## config.mk

```make
export PLATFORM = sky130hd
export DESIGN_NAME = gfx_accelerator
export DESIGN_NICKNAME = d
export VERILOG_FILES = /design/src/rtl/gfx_accelerator.sv
export SDC_FILE = /design/constraint.sdc
export NUM_CORES = 1
export LEC_CHECK = 0
export CELL_PAD_IN_SITES_DETAIL_PLACEMENT = 0
export CELL_PAD_IN_SITES_GLOBAL_PLACEMENT = 1
export CORE_AREA = 2 2 167 169
export CTS_CLUSTER_SIZE = 10
export DETAILED_ROUTE_END_ITERATION = 8
export DIE_AREA = 0 0 169 171
export PLACE_DENSITY = 0.92
export SYNTH_ARGS = -nofsm -noshare
export SYNTH_HDL_FRONTEND = slang
export SYNTH_SLANG_ARGS = --single-unit
```

## constraint.sdc

```tcl
create_clock -name clk -period 18.5 [get_ports clk]
set_input_delay 2.775 -clock clk [delete_from_list [all_inputs] [get_ports clk]]
set_output_delay 2.775 -clock clk [all_outputs]
set_load 0.03 [all_outputs]
```

## src/rtl/gfx_accelerator.sv

```systemverilog
// gfx_accelerator: 2D drawing engine producing framebuffer pixel writes.
//   Draws Bresenham lines in every octant (mode=0) or axis-aligned filled
//   rectangles (mode=1). Pixels outside the framebuffer are clipped: they
//   take one slot with XL_wr_en low and no write is issued for them.
// Ports:
//   clk, rst_n              clock, asynchronous active-low reset
//   x0,y0,x1,y1,color,mode  draw command, latched on RX_valid && RX_ready
//   RX_valid / RX_ready     command handshake (ready only when idle)
//   done                    one-cycle pulse when a command has finished
//   XL_wr_en / XL_wr_ready  pixel write handshake towards the arbiter
//   XL_wr_data, XL_wr_addr  pixel color and address y*pixel_width + x
module gfx_accelerator #(
    parameter int unsigned pixel_width       = 1024,
    parameter int unsigned pixel_height      = 768,
    parameter int unsigned pixel_width_bits  = $clog2(pixel_width),
    parameter int unsigned pixel_height_bits = $clog2(pixel_height),
    parameter int unsigned color_bits        = 8,
    parameter int unsigned mem_depth         = pixel_width * pixel_height,
    parameter int unsigned mem_addr_width    = $clog2(mem_depth)
) (
    input  logic                         clk,
    input  logic                         rst_n,
    input  logic [pixel_width_bits-1:0]  x0,
    input  logic [pixel_width_bits-1:0]  x1,
    input  logic [pixel_height_bits-1:0] y0,
    input  logic [pixel_height_bits-1:0] y1,
    input  logic [color_bits-1:0]        color,
    input  logic                         mode,
    input  logic                         RX_valid,
    output logic                         RX_ready,
    output logic                         done,
    output logic                         XL_wr_en,
    input  logic                         XL_wr_ready,
    output logic [color_bits-1:0]        XL_wr_data,
    output logic [mem_addr_width-1:0]    XL_wr_addr
);

    // Cursor width covers either axis, since a steep line swaps x and y.
    localparam int unsigned CW = (pixel_width_bits > pixel_height_bits) ?
                                 pixel_width_bits : pixel_height_bits;
    localparam int unsigned EW = CW + 2;
    localparam int unsigned AW = mem_addr_width;

    typedef enum logic [1:0] {IDLE, SETUP, LINE, RECT} state_t;

    state_t                 state_q, state_d;
    logic                   armed_q, armed_d;
    logic                   done_q, done_d;
    logic                   mode_q, mode_d;
    logic [color_bits-1:0]  color_q, color_d;
    logic [CW-1:0]          lx0_q, lx0_d, lx1_q, lx1_d;
    logic [CW-1:0]          ly0_q, ly0_d, ly1_q, ly1_d;
    logic [CW-1:0]          cx_q, cx_d, cy_q, cy_d;
    logic [CW-1:0]          xs_q, xs_d, xe_q, xe_d, ye_q, ye_d;
    logic [CW-1:0]          dx_q, dx_d, dy_q, dy_d;
    logic signed [EW-1:0]   err_q, err_d;
    logic                   ystep_up_q, ystep_up_d;
    logic                   steep_q, steep_d;

    // Line setup terms, derived from the latched command.
    logic [CW-1:0]          adx, ady, a0, a1, b0, b1;
    logic [CW-1:0]          s_a0, s_a1, s_b0, s_b1, s_dx, s_dy;
    logic                   s_steep, s_up;
    logic signed [EW-1:0]   s_err;

    // Current pixel and write-side signals.
    logic [CW-1:0]          px, py;
    logic                   active, clip, adv;
    logic signed [EW-1:0]   err_sum;
    logic [AW-1:0]          addr_calc;

    always_ff @(posedge clk or negedge rst_n) begin
        if (!rst_n) begin
            state_q    <= IDLE;
            armed_q    <= 1'b0;
            done_q     <= 1'b0;
            mode_q     <= 1'b0;
            color_q    <= '0;
            lx0_q      <= '0;
            lx1_q      <= '0;
            ly0_q      <= '0;
            ly1_q      <= '0;
            cx_q       <= '0;
            cy_q       <= '0;
            xs_q       <= '0;
            xe_q       <= '0;
            ye_q       <= '0;
            dx_q       <= '0;
            dy_q       <= '0;
            err_q      <= '0;
            ystep_up_q <= 1'b0;
            steep_q    <= 1'b0;
        end else begin
            state_q    <= state_d;
            armed_q    <= armed_d;
            done_q     <= done_d;
            mode_q     <= mode_d;
            color_q    <= color_d;
            lx0_q      <= lx0_d;
            lx1_q      <= lx1_d;
            ly0_q      <= ly0_d;
            ly1_q      <= ly1_d;
            cx_q       <= cx_d;
            cy_q       <= cy_d;
            xs_q       <= xs_d;
            xe_q       <= xe_d;
            ye_q       <= ye_d;
            dx_q       <= dx_d;
            dy_q       <= dy_d;
            err_q      <= err_d;
            ystep_up_q <= ystep_up_d;
            steep_q    <= steep_d;
        end
    end

    // Bresenham setup: swap axes for steep lines, then order by major axis.
    always_comb begin
        adx     = (lx0_q > lx1_q) ? lx0_q - lx1_q : lx1_q - lx0_q;
        ady     = (ly0_q > ly1_q) ? ly0_q - ly1_q : ly1_q - ly0_q;
        s_steep = ady > adx;
        a0      = s_steep ? ly0_q : lx0_q;
        a1      = s_steep ? ly1_q : lx1_q;
        b0      = s_steep ? lx0_q : ly0_q;
        b1      = s_steep ? lx1_q : ly1_q;
        if (a0 > a1) begin
            s_a0 = a1;
            s_a1 = a0;
            s_b0 = b1;
            s_b1 = b0;
        end else begin
            s_a0 = a0;
            s_a1 = a1;
            s_b0 = b0;
            s_b1 = b1;
        end
        s_dx  = s_a1 - s_a0;
        s_dy  = (s_b1 > s_b0) ? s_b1 - s_b0 : s_b0 - s_b1;
        s_up  = s_b0 < s_b1;
        s_err = -$signed({2'b00, s_dx >> 1});
    end

    // Write side is decoded from registered state only, so it holds still
    // across stalls and drops to zero as soon as reset is asserted.
    always_comb begin
        active    = (state_q == LINE) || (state_q == RECT);
        px        = steep_q ? cy_q : cx_q;
        py        = steep_q ? cx_q : cy_q;
        clip      = (32'(px) >= pixel_width) || (32'(py) >= pixel_height);
        adv       = active && (clip || XL_wr_ready);
        addr_calc = AW'(py) * AW'(pixel_width) + AW'(px);
        err_sum   = err_q + $signed({2'b00, dy_q});
    end

    assign RX_ready   = armed_q && (state_q == IDLE);
    assign done       = done_q;
    assign XL_wr_en   = active && !clip;
    assign XL_wr_data = active ? color_q : '0;
    assign XL_wr_addr = active ? addr_calc : '0;

    always_comb begin
        state_d    = state_q;
        armed_d    = 1'b1;
        done_d     = 1'b0;
        mode_d     = mode_q;
        color_d    = color_q;
        lx0_d      = lx0_q;
        lx1_d      = lx1_q;
        ly0_d      = ly0_q;
        ly1_d      = ly1_q;
        cx_d       = cx_q;
        cy_d       = cy_q;
        xs_d       = xs_q;
        xe_d       = xe_q;
        ye_d       = ye_q;
        dx_d       = dx_q;
        dy_d       = dy_q;
        err_d      = err_q;
        ystep_up_d = ystep_up_q;
        steep_d    = steep_q;

        unique case (state_q)
            IDLE: begin
                if (RX_valid && RX_ready) begin
                    lx0_d   = CW'(x0);
                    lx1_d   = CW'(x1);
                    ly0_d   = CW'(y0);
                    ly1_d   = CW'(y1);
                    color_d = color;
                    mode_d  = mode;
                    state_d = SETUP;
                end
            end
            SETUP: begin
                if (mode_q) begin
                    xs_d    = (lx0_q < lx1_q) ? lx0_q : lx1_q;
                    xe_d    = (lx0_q < lx1_q) ? lx1_q : lx0_q;
                    cy_d    = (ly0_q < ly1_q) ? ly0_q : ly1_q;
                    ye_d    = (ly0_q < ly1_q) ? ly1_q : ly0_q;
                    cx_d    = (lx0_q < lx1_q) ? lx0_q : lx1_q;
                    steep_d = 1'b0;
                    state_d = RECT;
                end else begin
                    // Cursor x is the major axis; xe holds its final value.
                    cx_d       = s_a0;
                    xe_d       = s_a1;
                    cy_d       = s_b0;
                    dx_d       = s_dx;
                    dy_d       = s_dy;
                    ystep_up_d = s_up;
                    err_d      = s_err;
                    steep_d    = s_steep;
                    state_d    = LINE;
                end
            end
            LINE: begin
                if (adv) begin
                    if (cx_q == xe_q) begin
                        state_d = IDLE;
                        done_d  = 1'b1;
                    end else begin
                        cx_d = cx_q + 1'b1;
                        if (!err_sum[EW-1] && (err_sum != '0)) begin
                            cy_d  = ystep_up_q ? cy_q + 1'b1 : cy_q - 1'b1;
                            err_d = err_sum - $signed({2'b00, dx_q});
                        end else begin
                            err_d = err_sum;
                        end
                    end
                end
            end
            RECT: begin
                if (adv) begin
                    if (cx_q == xe_q) begin
                        if (cy_q == ye_q) begin
                            state_d = IDLE;
                            done_d  = 1'b1;
                        end else begin
                            cy_d = cy_q + 1'b1;
                            cx_d = xs_q;
                        end
                    end else begin
                        cx_d = cx_q + 1'b1;
                    end
                end
            end
            default: state_d = IDLE;
        endcase
    end

endmodule

```

Word-level counts from Yosys, hierarchy flattened
Index checks and enable logic that the tools add are counted.
{ "totals": {"reg_bits": 137, "latch_bits": 0, "mem_bits_rw": 0, "romBits": 0, "input_bits": 53, "out_inout_bits": 31, "n_memories": 0} }
{ "classes": {"add_sub_neg": 14, "mul": 0, "div": 0, "n_lt_le_gt_ge": 9, "eq_ne": 16, "shifts": 0, "muxes": 56, "bitwise": 1, "n_reduce_logical": 20} }
{ "ops": {"columns": ["op", "n"], "rows": [
  ["10-bit 2-to-1 mux", 32],
  ["10-bit subtractor", 7],
  ["10-bit case mux with 3 select lines", 2],
  ["10-bit greater-than comparator", 5],
  ["12-bit 2-to-1 mux", 4],
  ["10-bit less-than comparator", 3],
  ["12-bit case mux with 2 select lines", 1],
  ["10-bit by 1-bit adder with 10-bit output (second input constant)", 2],
  ["20-bit by 10-bit adder with 20-bit output", 1],
  ["10-bit == test", 2],
  ["20-bit 2-to-1 mux", 1],
  ["12-bit by 11-bit adder with 12-bit output", 1],
  ["2-bit 2-to-1 mux", 6],
  ["9-bit negator with 12-bit output", 1],
  ["12-bit nonzero test", 1],
  ["12-bit by 11-bit subtractor with 12-bit output", 1],
  ["10-bit >= comparator (second input constant)", 1],
  ["2-bit by 1-bit != test with 1-bit output (second input constant)", 5],
  ["2-bit != test (second input constant)", 5],
  ["10-bit by 1-bit subtractor with 10-bit output (second input constant)", 1],
  ["8-bit 2-to-1 mux", 1],
  ["2-bit case mux with 4 select lines", 1],
  ["1-bit 2-to-1 mux", 7],
  ["7-bit AND reduction", 1],
  ["15 further kinds", 24]
]} }

Depth between registers and ports, before layout
Gate-level depths: netlist of run 1.
{ "depth": {"word_depth": 10, "mapped_depth": 57, "depth_no_buf": 50} }

Worst setup path after synthesis of run 1
Ideal clock, no wire load.
{ "synth_path": {"path_kind": "register to register", "from": "register lx0_q[0]", "to": "register dy_q[9]", "setup_time_ns": 0.087, "arrival_time_ns": 11.262, "t_required_ns": 18.413, "setup_slack_ns": 7.151, "path_stages_with_launch": 54, "period_less_slack_ns": 11.349, "path_cell_list": "dfrtp_1 inv_1 ha_1 inv_1 fa_1 a21o_1 a21oi_1 o21ai_0 a21oi_1 o21bai_1 a21oi_1 nor2_1 mux2_2 a221oi_1 a21boi_0 o2111a_1 a211o_1 ha_1 [... 18 more ...] o211a_1 or2_2 inv_1 ha_1 inv_1 fa_1 a21o_1 a21o_1 a21o_1 a21o_1 a21o_1 a21o_1 and4_1 nor3_1 o211ai_1 a31o_2 a2111o_1 o211ai_1"} }
{ "synth_between": {"elab_chain_cells": 8, "word_cells_on_any_way": 16, "cone_classes": "4 x add/sub; 4 x order compare; 8 x mux"} }
{ "synth_lines": {"columns": ["item", "line", "text"], "rows": [
  ["start, declared", "51", "logic [CW-1:0] lx0_q, lx0_d, lx1_q, lx1_d;"],
  ["start signal, assigned", "99", "lx0_q <= lx0_d;"],
  ["10-bit subtractor or 10-bit greater-than comparator (tied branches)", "118", "adx = (lx0_q > lx1_q) ? lx0_q - lx1_q : lx1_q - lx0_q;"],
  ["10-bit 2-to-1 mux", "118", null],
  ["10-bit greater-than comparator", "120", "s_steep = ady > adx;"],
  ["10-bit 2-to-1 mux, on equally long branches", "121, 122", null],
  ["10-bit greater-than comparator", "125", "if (a0 > a1) begin"],
  ["10-bit 2-to-1 mux", "125", null],
  ["10-bit subtractor or 10-bit greater-than comparator (tied branches)", "137", "s_dy = (s_b1 > s_b0) ? s_b1 - s_b0 : s_b0 - s_b1;"],
  ["10-bit 2-to-1 mux *", "137", null],
  ["end signal, assigned", "109", "dy_q <= dy_d;"],
  ["end, declared", "55", "logic [CW-1:0] dx_q, dx_d, dy_q, dy_d;"]
]} }
Every way passes the cells marked *; elsewhere a longest branch is shown, timed or not.
A chain may end at the register's enable or synchronous reset.

Final worst setup path of run 1
{ "layout_path": {"from": "register ly0_q[0]", "to": "register dy_q[9]"} }
{ "layout_between": {"elab_chain_cells": 8, "word_cells_on_any_way": 16, "cone_classes": "4 x add/sub; 4 x order compare; 8 x mux"} }
{ "layout_lines": {"columns": ["item", "line", "text"], "rows": [
  ["start, declared", "52", "logic [CW-1:0] ly0_q, ly0_d, ly1_q, ly1_d;"],
  ["start signal, assigned", "101", "ly0_q <= ly0_d;"],
  ["10-bit subtractor or 10-bit greater-than comparator (tied branches)", "119", "ady = (ly0_q > ly1_q) ? ly0_q - ly1_q : ly1_q - ly0_q;"],
  ["10-bit 2-to-1 mux", "119", null],
  ["10-bit greater-than comparator", "120", null],
  ["10-bit 2-to-1 mux, on equally long branches", "121, 122", null],
  ["10-bit greater-than comparator", "125", null],
  ["10-bit 2-to-1 mux", "125", null],
  ["10-bit subtractor or 10-bit greater-than comparator (tied branches)", "137", null],
  ["10-bit 2-to-1 mux *", "137", null]
]} }
Marked as above.

==> results of run 1 <==
stage by stage:
step / instance area [um^2] / instances / hold slack [ns]
after detailed placement: 14100 / 2058 / 0.473
final: 14700 / 2090 / 0.486
after CTS: 14700 / 2090 / 0.488
after global routing: 14700 / 2090 / 0.508
after floorplan: 13100 / 1706 / 0.450
after global placement: 14100 / 2058 / 0.461
critical path: cells and delay by family, from the launching register on:
| family | cells | cell delay (ns) |
|---|---|---|
| mux | 2 | 0.75 |
| simple gates | 8 | 2.79 |
| fa+ha+maj | 6 | 1.84 |
| compound gates | 27 | 6.11 |
| buf+inv | 7 | 1.32 |
| flops | 1 | 0.44 |
per-layer routing:
metal,share of wire,GRT usage,up-vias
li1,-,-,6130
met1,0.45,0.446,6085
met2,0.44,0.488,553
met3,0.076,0.0488,90
met4,0.033,0.116,0
met5,0,0,-
area by class of cell:
class | instances | share of cell area
Multi-Input combinational cell | 1362 | 0.604
Timing Repair Buffer | 102 | 0.0662
Clock buffer | 17 | 0.0289
Inverter | 111 | 0.0283
Sequential cell | 137 | 0.233
Tap cell | 346 | 0.0294
Clock inverter | 15 | 0.0105
cell families after synthesis:
group,after synthesis,share of synthesized area
compound gates,546,0.257
xor+xnor,66,0.0441
fa+ha+maj,113,0.112
buf+inv,207,0.0608
flops,137,0.262
mux,92,0.0739
other cells,1,0.000286
simple gates,544,0.190
sequential cells by signal (all words and copies together) (netlist names), 2 cells and up:
| signal | cells |
|---|---|
| xs_q | 10 |
| err_q | 12 |
| ly0_q | 10 |
| dx_q | 10 |
| state_q | 2 |
| dy_q | 10 |
| lx0_q | 10 |
| cx_q | 10 |
| cy_q | 10 |
| color_q | 8 |
| ly1_q | 10 |
| lx1_q | 10 |
| ye_q | 10 |
| xe_q | 10 |
worst paths after layout:
path                           from        to  slack [ns]  cells after the start
hold reg to reg             dx_q[5]   dx_q[5]        0.49                      2
max in group asynchronous     rst_n  ly0_q[7]       14.73                      2
setup reg to reg           ly0_q[0]   dy_q[9]        5.13                     50
min in group asynchronous     rst_n  err_q[4]        2.33                      1
setup / recovery           ly0_q[0]   dy_q[9]        5.13                     50
hold / removal              dx_q[5]   dx_q[5]        0.49                      2
placed cells by master, fill, tap and decap left out, types with 6 or more instances in the layout:
cell type	n
sky130_fd_sc_hd__nor3_1	26
sky130_fd_sc_hd__nand3_1	46
sky130_fd_sc_hd__mux2_2	31
sky130_fd_sc_hd__a211oi_1	30
sky130_fd_sc_hd__and3_1	8
sky130_fd_sc_hd__fa_1	8
sky130_fd_sc_hd__clkdlybuf4s50_1	82
sky130_fd_sc_hd__xor2_1	35
sky130_fd_sc_hd__nor4_1	9
sky130_fd_sc_hd__nor2b_1	11
sky130_fd_sc_hd__o21a_1	10
sky130_fd_sc_hd__o21bai_1	6
sky130_fd_sc_hd__or3_1	9
sky130_fd_sc_hd__nand2b_1	9
sky130_fd_sc_hd__o221ai_1	6
sky130_fd_sc_hd__inv_6	6
sky130_fd_sc_hd__xnor2_1	31
sky130_fd_sc_hd__clkbuf_16	17
sky130_fd_sc_hd__a21boi_0	6
sky130_fd_sc_hd__o31ai_1	11
sky130_fd_sc_hd__o21ai_0	184
sky130_fd_sc_hd__mux2i_1	59
sky130_fd_sc_hd__or2_2	6
sky130_fd_sc_hd__o211ai_1	29
sky130_fd_sc_hd__nor2_1	152
sky130_fd_sc_hd__and2_1	17
sky130_fd_sc_hd__ha_1	101
sky130_fd_sc_hd__inv_1	108
sky130_fd_sc_hd__dfrtp_1	137
sky130_fd_sc_hd__a221oi_1	10
sky130_fd_sc_hd__buf_4	19
sky130_fd_sc_hd__a21o_1	28
sky130_fd_sc_hd__a211o_1	7
sky130_fd_sc_hd__a21oi_1	155
sky130_fd_sc_hd__nand4_1	20
sky130_fd_sc_hd__nand2_1	204
==> PnR_summary.wiki, run 1 <==
{| class="wikitable"
! Metric !! Value
|-
| Result of the run || finished clean
|-
| Post-synthesis sequential element count || 137
|-
| Startpoint class of the critical path || register
|-
| Clock insertion delay at the later pin of the skew report || 0.44 ns
|-
| CTS tree || yes
|-
| Starting utilization of the core area || 0.479
|-
| Fillcell total || 2,640
|-
| TritonRoute pass-1 iters || 6
|-
| Flip-flop and latch area || 3430 um^2
|-
| Category of the critical setup timing path || register to register
|-
| YS warnings || 0
|-
| Final Setup Violations || 0
|-
| Number of standard-cell rows in the floorplan || 61
|-
| Number of buffers added by the clock tree synthesis step || 17
|-
| Yosys top cell by area || sky130_fd_sc_hd__dfrtp_1
|-
| Overflow after GRT || 0
|-
| Worst setup EP type || register
|-
| Setup repair after global routing missed its margin || false
|-
| Syn nets || 1,868
|-
| GP Congestion || 1.00
|-
| Width of the die || 169 um
|-
| CTS H-tree depth || 4
|-
| Final setup TNS || 0 ns
|-
| Cell at the slowest stage of the critical path || sky130_fd_sc_hd__a21oi_2
|-
| Relative area change from synthesis to final layout || 12.3%
|-
| Count of boundary I/O pins || 84
|-
| Min Clock Period, post-route || 13.37 ns
|-
| Mean cell area of the mapped netlist || 7.68 um^2
|-
| Ant. Diodes || 0
|-
| Worst slew margin relative to its limit || 0.242
|-
| Post-synthesis instance total || 1,706
|-
| Post-CTS Resized || 0
|-
| Per-cell via count in the routed design || 6.15
|-
| Vertical extent of the die || 171 um
|-
| Portion of the post-synthesis area used by sequential elements || 0.262
|-
| Fin util || 0.538
|-
| Post-synthesis async set-or-reset flop share || 1.00
|-
| Count of final hold-check violations || 0
|-
| Most common cell in the synthesized netlist || sky130_fd_sc_hd__nand2_1
|-
| Die Outline Area || 28,900 um^2
|-
| Achievable Freq || 74.8 MHz
|-
| Largest cells by area after synthesis || sky130_fd_sc_hd__dfrtp_1 26%, sky130_fd_sc_hd__ha_1 9.6%, sky130_fd_sc_hd__o21ai_0 7.0%
|-
| Core Area || 27,300 um^2
|-
| Post-DP HPWL || 34,500 um
|-
| Critical Path Max Stage Delay || 0.86 ns
|-
| Antenna Nets Post-Route || 0
|-
| Ys flop type || sky130_fd_sc_hd__dfrtp_1
|-
| Ratio of final minimum period to clock period || 0.722
|-
| Least-Margin Pin Slew || 1.14 ns
|-
| Synth top area share || 0.262
|-
| Library cell appearing most often on the critical path || sky130_fd_sc_hd__a21o_1
|-
| Critical Path RT || 18.84 ns
|-
| Number of max-slew violations in the final report || 0
|-
| Total global-route track usage || 0.315
|-
| Final worst-path setup slack || 5.13 ns
|-
| Wirelength per Cell || 21.7 um
|-
| Routed via count || 12,900
|-
| Crit path DAT || 13.71 ns
|-
| Top post-synthesis cells by count || 204 x sky130_fd_sc_hd__nand2_1, 184 x sky130_fd_sc_hd__o21ai_0, 157 x sky130_fd_sc_hd__a21oi_1
|-
| Remaining routing DRC violations || 0
|-
| Clock tree root driver cell || sky130_fd_sc_hd__clkbuf_16
|-
| Pre-CTS setup slack || 5.44 ns
|-
| Clock-pin slew of the registers on the worst-case setup and hold paths || 0.07 ns
|-
| Setup Fix Bufs, Post-CTS || 0
|-
| Post-synthesis instance area || 13,100 um^2
|-
| Number of nets in the layout || 1,893
|-
| Multi-input combinational cell area || 8880 um^2
|-
| Number of buffers on the longest clock path || 2
|-
| Number of buffers inserted for hold repair after clock tree synthesis || 0
|-
| Number of max-cap violations || 0
|-
| Number of buffers inserted by port buffering || 83
|-
| CP Max Fanout || 48
|-
| Worst hold path type || register to register
|-
| Sink count of the clock tree || 137
|-
| Number of synthesized flops with an enable pin || 0
|-
| Number of unique standard cell types used by synthesis || 90
|-
| Wire length of the first global-routing pass || 69,700 um
|-
| Final Skew || 0.0160 ns
|-
| Largest net degree at the start of global routing || 89
|-
| Fraction of layout cells with a size suffix above 1 || 0.0659
|-
| 1st-iter DRT viols || 1,419
|-
| Aggregate routed wire length || 45,300 um
|-
| Initial antenna violation count || 1
|-
| Vias in the first global route || 11,900
|}
Power of run 1 is not shown: default switching activity piles up to over one toggle a cycle in this logic, so the estimate is an artifact.
==> inputs of run 2 (changes only) <==
--- a/config.mk
+++ b/config.mk
@@ -7,11 +7,11 @@
 export LEC_CHECK = 0
 export CELL_PAD_IN_SITES_DETAIL_PLACEMENT = 0
 export CELL_PAD_IN_SITES_GLOBAL_PLACEMENT = 1
-export CORE_AREA = 2 2 167 169
+export CORE_AREA = 2 2 182 184
 export CTS_CLUSTER_SIZE = 10
 export DETAILED_ROUTE_END_ITERATION = 8
-export DIE_AREA = 0 0 169 171
-export PLACE_DENSITY = 0.92
+export DIE_AREA = 0 0 184 186
+export PLACE_DENSITY = 0.83
 export SYNTH_ARGS = -nofsm -noshare
 export SYNTH_HDL_FRONTEND = slang
 export SYNTH_SLANG_ARGS = --single-unit
==> constraint.sdc (replaced) <==
create_clock -name clk -period 11 [get_ports clk]
set_input_delay 1.65 -clock clk [delete_from_list [all_inputs] [get_ports clk]]
set_output_delay 1.65 -clock clk [all_outputs]
set_load 0.03 [all_outputs]
==> run 2 against run 1 <==
Critical path depth decreased by 4; worst hold slack got worse by 0.0037 ns; sequential cell count unchanged; via count increased by 1.0%; maximum frequency increased by 27%; sequential share of layout area decreased by 1.1 points; cell area increased by 5.1%; die area increased by 18%.
==> PnR_summary.wiki, run 2 (synthesis gave the netlist of run 1 again) <==
{| class="wikitable"
! Metric !! Value
|-
| Cell at the slowest stage of the critical path || sky130_fd_sc_hd__or4_4 (was sky130_fd_sc_hd__a21oi_2)
|-
| Worst Setup EP || dy_q[9] (unchanged)
|-
| Final Skew || 0.00992 ns (was 0.0160 ns)
|-
| Post-DP HPWL || 37,100 um (was 34,500 um)
|-
| Core Area || 32,200 um^2 (was 27,300 um^2)
|-
| Number of buffers inserted for hold repair after clock tree synthesis || 0 (unchanged)
|-
| Global routing usage on met1 || 0.412 (was 0.446)
|-
| Achievable Freq || 95.3 MHz (was 74.8 MHz)
|-
| Die Outline Area || 34,200 um^2 (was 28,900 um^2)
|-
| Largest net degree at the start of global routing || 89 (unchanged)
|-
| Startpoint class of the critical path || register (unchanged)
|-
| Number of buffers on the longest clock path || 2 (unchanged)
|-
| Number of buffers added by the clock tree synthesis step || 17 (unchanged)
|-
| Worst slew margin relative to its limit || 0.240 (was 0.242)
|-
| Result of the run || finished clean (unchanged)
|-
| Starting utilization of the core area || 0.407 (was 0.479)
|-
| Fillcell total || 3,200 (was 2,640)
|-
| Layout Cell Area excl Fill || 15,500 um^2 (was 14,700 um^2)
|-
| Met3 track demand over resource in global routing || 0.0389 (was 0.0488)
|-
| Clock tree root driver cell || sky130_fd_sc_hd__clkbuf_16 (unchanged)
|-
| Count of boundary I/O pins || 84 (unchanged)
|-
| Clock-pin slew of the registers on the worst-case setup and hold paths || 0.07 ns (about the same)
|-
| Min Clock Period, post-route || 10.49 ns (was 13.37 ns)
|-
| Number of max-slew violations in the final report || 0 (unchanged)
|-
| Least-Margin Pin Slew || 1.14 ns (about the same)
|-
| Largest delay contributor family on the critical path || compound AO/OA/AOI/OAI gates (unchanged)
|-
| Multi-input combinational cell area || 9040 um^2 (was 8880 um^2)
|-
| Clock insertion delay at the later pin of the skew report || 0.45 ns (was 0.44 ns)
|-
| Relative area change from synthesis to final layout || 18.1% (was 12.3%)
|-
| Critical Path Max Stage Delay || 0.58 ns (was 0.86 ns)
|-
| CP Max Fanout || 17 (was 48)
|-
| Wire length of the first global-routing pass || 73,800 um (was 69,700 um)
|-
| Vertical extent of the die || 186 um (was 171 um)
|-
| Buffering stage count on the worst path with inverters included || 4 (was 7)
|-
| Vias in the first global route || 12,200 (was 11,900)
|-
| Source of the critical timing path || lx1_q[0] (was ly0_q[0])
|-
| Logic depth of the worst path, buffers included || 46 (was 50)
|-
| Commonest non-fill, non-tap cell in the layout || sky130_fd_sc_hd__nand2_1 (unchanged)
|-
| CTS H-tree depth || 4 (unchanged)
|-
| Remaining routing DRC violations || 0 (unchanged)
|-
| Most Used Layer, Global Route || met2 (unchanged)
|-
| Fraction of layout cells with a size suffix above 1 || 0.113 (was 0.0659)
|-
| Worst setup EP type || register (unchanged)
|-
| Critical Path RT || 11.37 ns (was 18.84 ns)
|-
| Routed via count || 13,000 (was 12,900)
|-
| Category of the critical setup timing path || register to register (unchanged)
|-
| Number of max-cap violations || 0 (unchanged)
|-
| Crit path DAT || 10.86 ns (was 13.71 ns)
|-
| TritonRoute pass-1 iters || 7 (was 6)
|-
| Total global-route track usage || 0.288 (was 0.315)
|-
| Flip-flop and latch area || 3430 um^2 (about the same)
|-
| Placed cell area || 14,700 um^2 (was 14,100 um^2)
|-
| Commonest cells after routing, fill and taps aside || 202 x sky130_fd_sc_hd__nand2_1, 184 x sky130_fd_sc_hd__o21ai_0, 151 x sky130_fd_sc_hd__nor2_1, 150 x sky130_fd_sc_hd__a21oi_1, 136 x sky130_fd_sc_hd__dfrtp_1 (was 204 x sky130_fd_sc_hd__nand2_1, 184 x sky130_fd_sc_hd__o21ai_0, 155 x sky130_fd_sc_hd__a21oi_1, 152 x sky130_fd_sc_hd__nor2_1, 137 x sky130_fd_sc_hd__dfrtp_1)
|-
| Wirelength per Cell || 21.9 um (was 21.7 um)
|-
| Number of buffers inserted by port buffering || 83 (unchanged)
|-
| Width of the die || 184 um (was 169 um)
|-
| CTS tree || yes (unchanged)
|-
| Initial antenna violation count || 0 (was 1)
|-
| Cell count of the worst reg-to-reg path || 46 (was 50)
|-
| Count of final hold-check violations || 0 (unchanged)
|-
| Sink count of the clock tree || 137 (unchanged)
|-
| Overflow after GRT || 0 (unchanged)
|-
| R2r startpoint || lx1_q[0] (was ly0_q[0])
|-
| Worst hold path type || register to register (unchanged)
|-
| 1st-iter DRT viols || 1,142 (was 1,419)
|-
| Library cell appearing most often on the critical path || sky130_fd_sc_hd__a21o_1 (unchanged)
|-
| Antenna Nets Post-Route || 0 (unchanged)
|-
| GP Congestion || 0.993 (was 1.00)
|-
| R2R Path End || dy_q[9] (unchanged)
|-
| Reg2Reg Setup Slack || 0.51 ns (was 5.13 ns)
|-
| Routing usage on met2 || 0.446 (was 0.488)
|-
| Number of nets in the layout || 1,958 (was 1,893)
|-
| Most flop-heavy register || err_q (unchanged)
|-
| Per-cell via count in the routed design || 5.86 (was 6.15)
|-
| Flip-flop count of the largest register after layout || 12 (unchanged)
|-
| Aggregate routed wire length || 48,500 um (was 45,300 um)
|-
| Ant. Diodes || 0 (unchanged)
|-
| Final Setup Violations || 0 (unchanged)
|-
| Ratio of final minimum period to clock period || 0.953 (was 0.722)
|-
| Number of standard-cell rows in the floorplan || 66 (was 61)
|}
-- run 2: changes by cell type in the layout (fill, tap and decap cells not counted), moves of 4 or more --
| cell | change |
|---|---|
| sky130_fd_sc_hd__buf_4 | +61 |
| sky130_fd_sc_hd__a21oi_1 | -5 |
| sky130_fd_sc_hd__ha_2 | +4 |
| sky130_fd_sc_hd__a21oi_2 | +5 |
| sky130_fd_sc_hd__ha_1 | -4 |
-- run 2: how the worst min path moves through the flow --
stage                       start  slack, ns       to  cells past startpoint
after floorplan           xs_q[1]       0.45  xs_q[1]                      2
after global placement    xs_q[2]       0.46  xs_q[2]                      2
after detailed placement  xs_q[0]       0.47  xs_q[0]                      2
after CTS                 dx_q[6]       0.49  dx_q[6]                      2
after global routing      xs_q[1]       0.51  xs_q[1]                      2
final                     dx_q[6]       0.48  dx_q[6]                      2
-- run 2: through the flow --
step | TNS [ns] | setup WS (ns) | hold slack, ns | utilization | instances
2_1_floorplan | 0 | 0.00471 | 0.450 | - | 1706
3_3_place_gp | 0 | 0.101 | 0.461 | 0.456 | 2180
3_5_place_dp | -0.0677 | -0.0677 | 0.470 | 0.456 | 2180
4_1_cts | 0 | 0.0696 | 0.486 | 0.474 | 2212
5_1_grt | -0.0653 | -0.0653 | 0.507 | 0.480 | 2217
6_report | 0 | 0.512 | 0.482 | 0.480 | 2217
-- run 2: final cells by class --
cell class / instances / share of cell area
inverters: 111 / 0.0269
clock buffers: 20 / 0.0282
flip-flops and latches: 137 / 0.222
multi-input cells: 1362 / 0.584
clock inverters: 12 / 0.00914
well taps: 408 / 0.0330
repair buffers: 167 / 0.0967
-- run 2: what timing repair did --
item	in CTS	in global routing
endpoints found under the setup margin	1	15
pin swaps	0	6
buffers inserted	0	5
resized for setup	3	36
-- run 2: layer usage --
metal,vias to the layer above,part of all wire
met5,-,0
met4,0,0.031
li1,6238,-
met1,6199,0.47
met2,486,0.44
met3,69,0.064
-- run 2: worst register-to-register path, delay by kind of cell (launching register included) --
family / cells / cell delay (ns)
flops: 1 / 0.45
mux: 1 / 0.42
fa+ha+maj: 6 / 1.71
simple gates: 6 / 1.77
buf+inv: 4 / 0.54
compound gates: 29 / 5.50
Power of run 2 is left out for the same reason.
